**config.mk**
```make
export PLATFORM = sky130hd
export DESIGN_NAME = rpn_stack_controller
export DESIGN_NICKNAME = d
export VERILOG_FILES = /design/src/rtl/rpn_stack_controller.sv
export SDC_FILE = /design/constraint.sdc
export NUM_CORES = 1
export LEC_CHECK = 0
export ABC_AREA = 0
export CAP_MARGIN = 20
export CORE_MARGIN = 2
export CORE_UTILIZATION = 54
export DETAILED_ROUTE_END_ITERATION = 7
export PLACE_DENSITY = 0.72
export SYNTH_ARGS = -nofsm -noshare
export SYNTH_HDL_FRONTEND = slang
export SYNTH_SLANG_ARGS = --single-unit
```
**constraint.sdc**
```tcl
create_clock -name clk -period 13.95 [get_ports clk]
set_input_delay 2.79 -clock clk [delete_from_list [all_inputs] [get_ports clk]]
set_output_delay 2.79 -clock clk [all_outputs]
set_load 0.1 [all_outputs]
```
**src/rtl/rpn_stack_controller.sv**
```systemverilog
// rpn_stack_controller
//   Sequencer for the RPN calculator datapath. It takes parsed number and
//   operator events from the interpreter, keeps the operand stack, runs the
//   ALU (single-cycle add/sub/mul, 16-cycle restoring divider), writes the
//   result back and reports errors.
//
//   Optional build macro: RPN_AUTO_EMIT_EN
//     defined   : every writeback also drives result/result_valid.
//     undefined : result/result_valid change only on '='.
//
//   Event handshake: num_ready and op_ready are single-cycle strobes with no
//   back-pressure. An event is consumed only while the sequencer is idle
//   (busy low). An event that arrives while busy is high is discarded and
//   reported with a one-cycle dropped pulse.
//
//   Ports
//     clk, rst      clock, asynchronous active-high reset
//     num_ready/num number event strobe and 16-bit operand
//     op_ready/op   operator event strobe and code (1 + 2 - 3 * 4 / 5 = 6 C)
//     result        last emitted value, result_valid one-cycle pulse
//     depth         current stack occupancy
//     busy          high while an operation (or a pending op) is in flight
//     err/err_code  one-cycle error pulse and sticky code (1 under, 2 over,
//                   3 divide by zero)
//     dropped       one-cycle pulse for an event discarded while busy
module rpn_stack_controller #(
  parameter int DEPTH = 8,
  parameter int DW    = 4
) (
  input  logic          clk,
  input  logic          rst,
  input  logic          num_ready,
  input  logic [15:0]   num,
  input  logic          op_ready,
  input  logic [3:0]    op,
  output logic [15:0]   result,
  output logic          result_valid,
  output logic [DW-1:0] depth,
  output logic          busy,
  output logic          err,
  output logic [1:0]    err_code,
  output logic          dropped
);

  localparam int AW = $clog2(DEPTH);

  localparam logic [3:0] OP_ADD   = 4'd1;
  localparam logic [3:0] OP_SUB   = 4'd2;
  localparam logic [3:0] OP_MUL   = 4'd3;
  localparam logic [3:0] OP_DIV   = 4'd4;
  localparam logic [3:0] OP_EMIT  = 4'd5;
  localparam logic [3:0] OP_CLEAR = 4'd6;

  localparam logic [1:0] ERR_UNDER = 2'd1;
  localparam logic [1:0] ERR_OVER  = 2'd2;
  localparam logic [1:0] ERR_DIV0  = 2'd3;

  typedef enum logic [1:0] {IDLE, EXEC, DIV, WB} state_t;

  state_t        state;
  logic [15:0]   stack [DEPTH];
  logic          pend_valid;
  logic [3:0]    pend_op;
  logic [3:0]    cur_op;
  logic [15:0]   acc;      // ALU result, doubles as dividend/quotient shifter
  logic [15:0]   rem;      // partial remainder of the divider
  logic [3:0]    div_cnt;

  logic [AW-1:0] top_idx;
  logic [AW-1:0] nxt_idx;
  logic [AW-1:0] push_idx;
  logic [15:0]   opnd_a;
  logic [15:0]   opnd_b;
  logic [16:0]   div_trial;
  logic          is_full;
  logic          push_en;
  logic          eval_go;
  logic [3:0]    eval_code;
  logic          stack_we;
  logic [AW-1:0] stack_waddr;
  logic [15:0]   stack_wdata;

  function automatic logic op_known(input logic [3:0] code);
    return (code >= OP_ADD) && (code <= OP_CLEAR);
  endfunction

  // depth == DEPTH wraps to index 0 after truncation, so depth-1 still
  // addresses the top entry when the stack is full.
  assign top_idx  = AW'(depth - DW'(1));
  assign nxt_idx  = AW'(depth - DW'(2));
  assign push_idx = AW'(depth);
  assign is_full  = (depth == DW'(DEPTH));
  assign opnd_b   = stack[top_idx];
  assign opnd_a   = stack[nxt_idx];

  // Trial subtraction of the shifted partial remainder.
  assign div_trial = {rem, acc[15]} - {1'b0, opnd_b};

  // A pending op has priority in IDLE; otherwise a lone op_ready is evaluated
  // straight away (a simultaneous num_ready turns it into a pending op).
  assign eval_go   = (state == IDLE) && (pend_valid || (op_ready && !num_ready));
  assign eval_code = pend_valid ? pend_op : op;
  assign push_en   = (state == IDLE) && !pend_valid && num_ready && !is_full;

  assign busy = (state != IDLE) || pend_valid;

  always_comb begin
    stack_we    = 1'b0;
    stack_waddr = push_idx;
    stack_wdata = num;
    if (push_en) begin
      stack_we = 1'b1;
    end else if (state == WB) begin
      stack_we    = 1'b1;
      stack_waddr = nxt_idx;
      stack_wdata = acc;
    end
  end

  // Stack contents need no reset; only depth defines which entries are live.
  always_ff @(posedge clk) begin
    if (stack_we) stack[stack_waddr] <= stack_wdata;
  end

  always_ff @(posedge clk or posedge rst) begin
    if (rst) begin
      state        <= IDLE;
      depth        <= '0;
      result       <= '0;
      result_valid <= 1'b0;
      err          <= 1'b0;
      err_code     <= '0;
      dropped      <= 1'b0;
      pend_valid   <= 1'b0;
      pend_op      <= '0;
      cur_op       <= '0;
      acc          <= '0;
      rem          <= '0;
      div_cnt      <= '0;
    end else begin
      result_valid <= 1'b0;
      err          <= 1'b0;
      dropped      <= 1'b0;

      if ((state != IDLE) && (num_ready || op_ready)) dropped <= 1'b1;

      case (state)
        IDLE: begin
          if (pend_valid) begin
            pend_valid <= 1'b0;
            if (num_ready || op_ready) dropped <= 1'b1;
          end else if (num_ready) begin
            if (is_full) begin
              err      <= 1'b1;
              err_code <= ERR_OVER;
            end else begin
              depth <= depth + DW'(1);
            end
            if (op_ready && op_known(op)) begin
              pend_valid <= 1'b1;
              pend_op    <= op;
            end
          end

          if (eval_go) begin
            case (eval_code)
              OP_ADD, OP_SUB, OP_MUL, OP_DIV: begin
                if (depth >= DW'(2)) begin
                  cur_op <= eval_code;
                  state  <= EXEC;
                end else begin
                  err      <= 1'b1;
                  err_code <= ERR_UNDER;
                end
              end
              OP_EMIT: begin
                if (depth != '0) begin
                  result       <= opnd_b;
                  result_valid <= 1'b1;
                end else begin
                  err      <= 1'b1;
                  err_code <= ERR_UNDER;
                end
              end
              OP_CLEAR: depth <= '0;
              default: ;
            endcase
          end
        end

        EXEC: begin
          case (cur_op)
            OP_ADD: begin
              acc   <= opnd_a + opnd_b;
              state <= WB;
            end
            OP_SUB: begin
              acc   <= opnd_a - opnd_b;
              state <= WB;
            end
            OP_MUL: begin
              acc   <= opnd_a * opnd_b;
              state <= WB;
            end
            default: begin
              if (opnd_b == '0) begin
                err      <= 1'b1;
                err_code <= ERR_DIV0;
                state    <= IDLE;
              end else begin
                acc     <= opnd_a;
                rem     <= '0;
                div_cnt <= '0;
                state   <= DIV;
              end
            end
          endcase
        end

        DIV: begin
          // When the trial goes negative rem[15] must be 0 (otherwise the
          // shifted value would exceed any 16-bit divisor), so the plain
          // shift loses nothing.
          if (!div_trial[16]) begin
            rem <= div_trial[15:0];
            acc <= {acc[14:0], 1'b1};
          end else begin
            rem <= {rem[14:0], acc[15]};
            acc <= {acc[14:0], 1'b0};
          end
          div_cnt <= div_cnt + 4'd1;
          if (div_cnt == 4'd15) state <= WB;
        end

        WB: begin
          depth <= depth - DW'(1);
          state <= IDLE;
`ifdef RPN_AUTO_EMIT_EN
          result       <= acc;
          result_valid <= 1'b1;
`endif
        end

        default: state <= IDLE;
      endcase
    end
  end

endmodule

```
==> run summary <==
Final ANT Viol Nets = 0
Met3 GRT Util = 4.693%
Layout cell share with drive strength beyond 1 = 13.31%
Grt met1 use = 37.31%
Final RePlAce weighted congestion = 0.9503
Largest net degree at the start of global routing = 73
Initial antenna violation count = 0
Share of the synthesized area in the top cell type = 24.79%
Synth top area cells = edfxtp_1 (25%), dfrtp_1 (12%), fa_1 (11%)
Post-Syn Nets = 1653
Final setup viols = 0
Die H = 173.4 um
Detailed Route Iter0 Violations = 1260
Wire length per cell = 20.86 um
Fill count = 2333
CP required = 14.27 ns
Clock root buffer = clkbuf_16
Bufs on Longest Clock Path = 2
Top FF cell, synth = edfxtp_1
Die X = 173.4 um
RSZ-0062 raised after global routing = no
Antenna cells = 0
H-tree Lvls = 4
Slew Limit Headroom = 30.79%
Critical path fanouts, max = 44
Max_cap viols = 0
Fin. Hold Viols = 0
1st-pass router iterations = 6
Gr busiest metal = met2
Distinct cells, synth = 77
Worst-Margin Slew = 1.037 ns
R2R Setup Slk = 5.29 ns
Post-synthesis sequential area ratio = 36.41%
Skew final = 0.02109 ns
Synth Warn # = 0
Nets = 1696
CTS tree = yes
Hold_buf cts = 0
Fmax = 0.1154 GHz
Num CTS Buffers = 17
Post-Synthesis Cells = 1454
Vias = 11360
Routing usage on met2 = 43.43%
Global-route wire length before repair = 62.39 mm
Largest stage delay, worst path = 0.59 ns
Top-level I/O count = 50
Critical path arrival = 8.98 ns
Syn_area_per_cell = 10.66 sq um
Mapped Area = 15500 sq um
HPWL after detailed placement = 27.28 mm
Worst skew pair latency = 0.45 ns
Slowest CP cell = mux4_2
Startpoint Class = flip-flop
Die area = 30080 sq um
Initial core utilization = 54.46%
Post-synth EDFFs = 128
Worst Setup End Kind = flip-flop
Clk sinks = 200
Post-CTS Resized = 0
Setup TNS = 0 ns
Max-slew violations = 0
Status = completed
Flops & latches, synth = 200
Setup Buffers After CTS = 0
Ys async rst share = 36.00%
Min-delay worst type = flip-flop to flip-flop
Vias per cell = 5.999
Clock transition at path regs = 0.09 ns
Drt total wl = 39.52 mm
DRC violations left = 0
Fin crit share = 62.10%
PortBufs = 49
Area Growth Syn to Fin = 10.12%
Std-Cell Rows = 62
GR Overflow Total = 0
CORE AREA = 28470 sq um
Vias in the first global route = 11310
Top cell type by total area after synthesis = edfxtp_1
Total Routing Usage GR = 26.94%
Critical path class = flip-flop to flip-flop
Period minus WS final = 8.663 ns
-- stage by stage --
stage	hold WS, ns	instance area [sq um]	std cells	utilization [%]	worst slack [ns]
2_1_floorplan	0.4485	15500	1454	-	5.104
3_3_place_gp	0.4666	16460	1861	57.81	5.497
3_5_place_dp	0.4848	16460	1861	57.81	5.302
4_1_cts	0.5227	17070	1893	59.94	5.280
5_1_grt	0.5383	17070	1894	59.97	4.864
6_report	0.5221	17070	1894	59.97	5.287
-- worst paths after layout --
kind / start / endpoint / depth (start not counted)
max: depth[1] / acc[15] / 27
min: rem[12] / rem[12] / 2
max reg2reg: depth[1] / acc[15] / 27
min reg2reg: rem[12] / rem[12] / 2
max in group asynchronous: rst / depth[0] / 3
min in group asynchronous: rst / rem[12] / 3
-- kinds of logic after synthesis --
logic type	Yosys count	synth area share [%]
compound gates	246	9.838
flops	200	36.41
mux	113	12.88
simple gates	412	11.93
fa+ha+maj	175	18.09
xor+xnor	79	4.721
buf+inv	229	6.125
-- registers in the layout (all words and copies together), names as in the netlist, named ones only --
register	flops
stack	128
acc	16
rem	16
result	16
cur_op	4
depth	4
div_cnt	4
pend_op	4
err_code	2
dropped	1
err	1
pend_valid	1
result_valid	1
state	1
-- cell usage in the layout, fill, tap and decap left out, drive strengths merged, types with 3 or more instances in the layout --
| cell | count |
|---|---|
| o211ai | 3 |
| mux4 | 64 |
| o221ai | 6 |
| o21ai | 70 |
| clkdlybuf4s50 | 49 |
| nand2 | 135 |
| nand2b | 8 |
| or2 | 33 |
| a31oi | 15 |
| nor2b | 12 |
| buf | 39 |
| and2 | 6 |
| clkbuf | 18 |
| edfxtp | 128 |
| nand3 | 15 |
| and3 | 7 |
| o21a | 10 |
| a21boi | 3 |
| xnor2 | 57 |
| dfrtp | 72 |
| o21bai | 5 |
| inv | 169 |
| a211oi | 6 |
| a22o | 5 |
| nor3 | 28 |
| nor2 | 154 |
| mux2i | 41 |
| fa | 82 |
| or3 | 3 |
| clkinv | 9 |
| ha | 93 |
| a21o | 7 |
| o31ai | 10 |
| a21oi | 75 |
| o311ai | 4 |
| mux2 | 8 |
| o22ai | 6 |
| xor2 | 21 |
| a221oi | 4 |
-- worst max-delay path: cells and delay by family, from the launching register on --
family          cells  cell delay, ns
fa+ha+maj           7            3.35
buf+inv             7            1.98
xor+xnor            8            1.38
mux                 2            0.97
flops               1            0.34
compound gates      1            0.23
simple gates        2            0.21
-- layout make-up --
class	instances	area (sq um)	area share, %
Clock buffer	18	429.2	2.514
Clock inverter	14	178.9	1.048
Inverter	165	619.3	3.628
Multi-Input combinational cell	1025	8931	52.31
Sequential cell	200	5650	33.10
Tap cell	384	480.5	2.814
Timing Repair Buffer	88	783.3	4.588
-- Yosys cell counts (all sizes together) (7+ instances only) --
cell type and instances:
o31ai 10, inv 163, nor3 28, a31oi 15, and3 7, a21o 7, o21ai 70, mux2 8
mux4 64, edfxtp 128, o21a 10, mux2i 41, nand3 15, nand2b 8, a21oi 75, dfrtp 72
nor2b 12, xor2 21, nor2 154, fa 82, clkbuf 41, ha 93, or2 33, nand2 135
buf 23, xnor2 57
-- metal layers --
metal,vias up,wire (um)
met4,0,1313
met3,88,3469
met5,-,0
li1,5148,-
met1,5621,16170
met2,505,18570
Power is left out: the tool's default activity adds up to more than one toggle a clock period on the data nets, which glitch-free logic cannot reach.
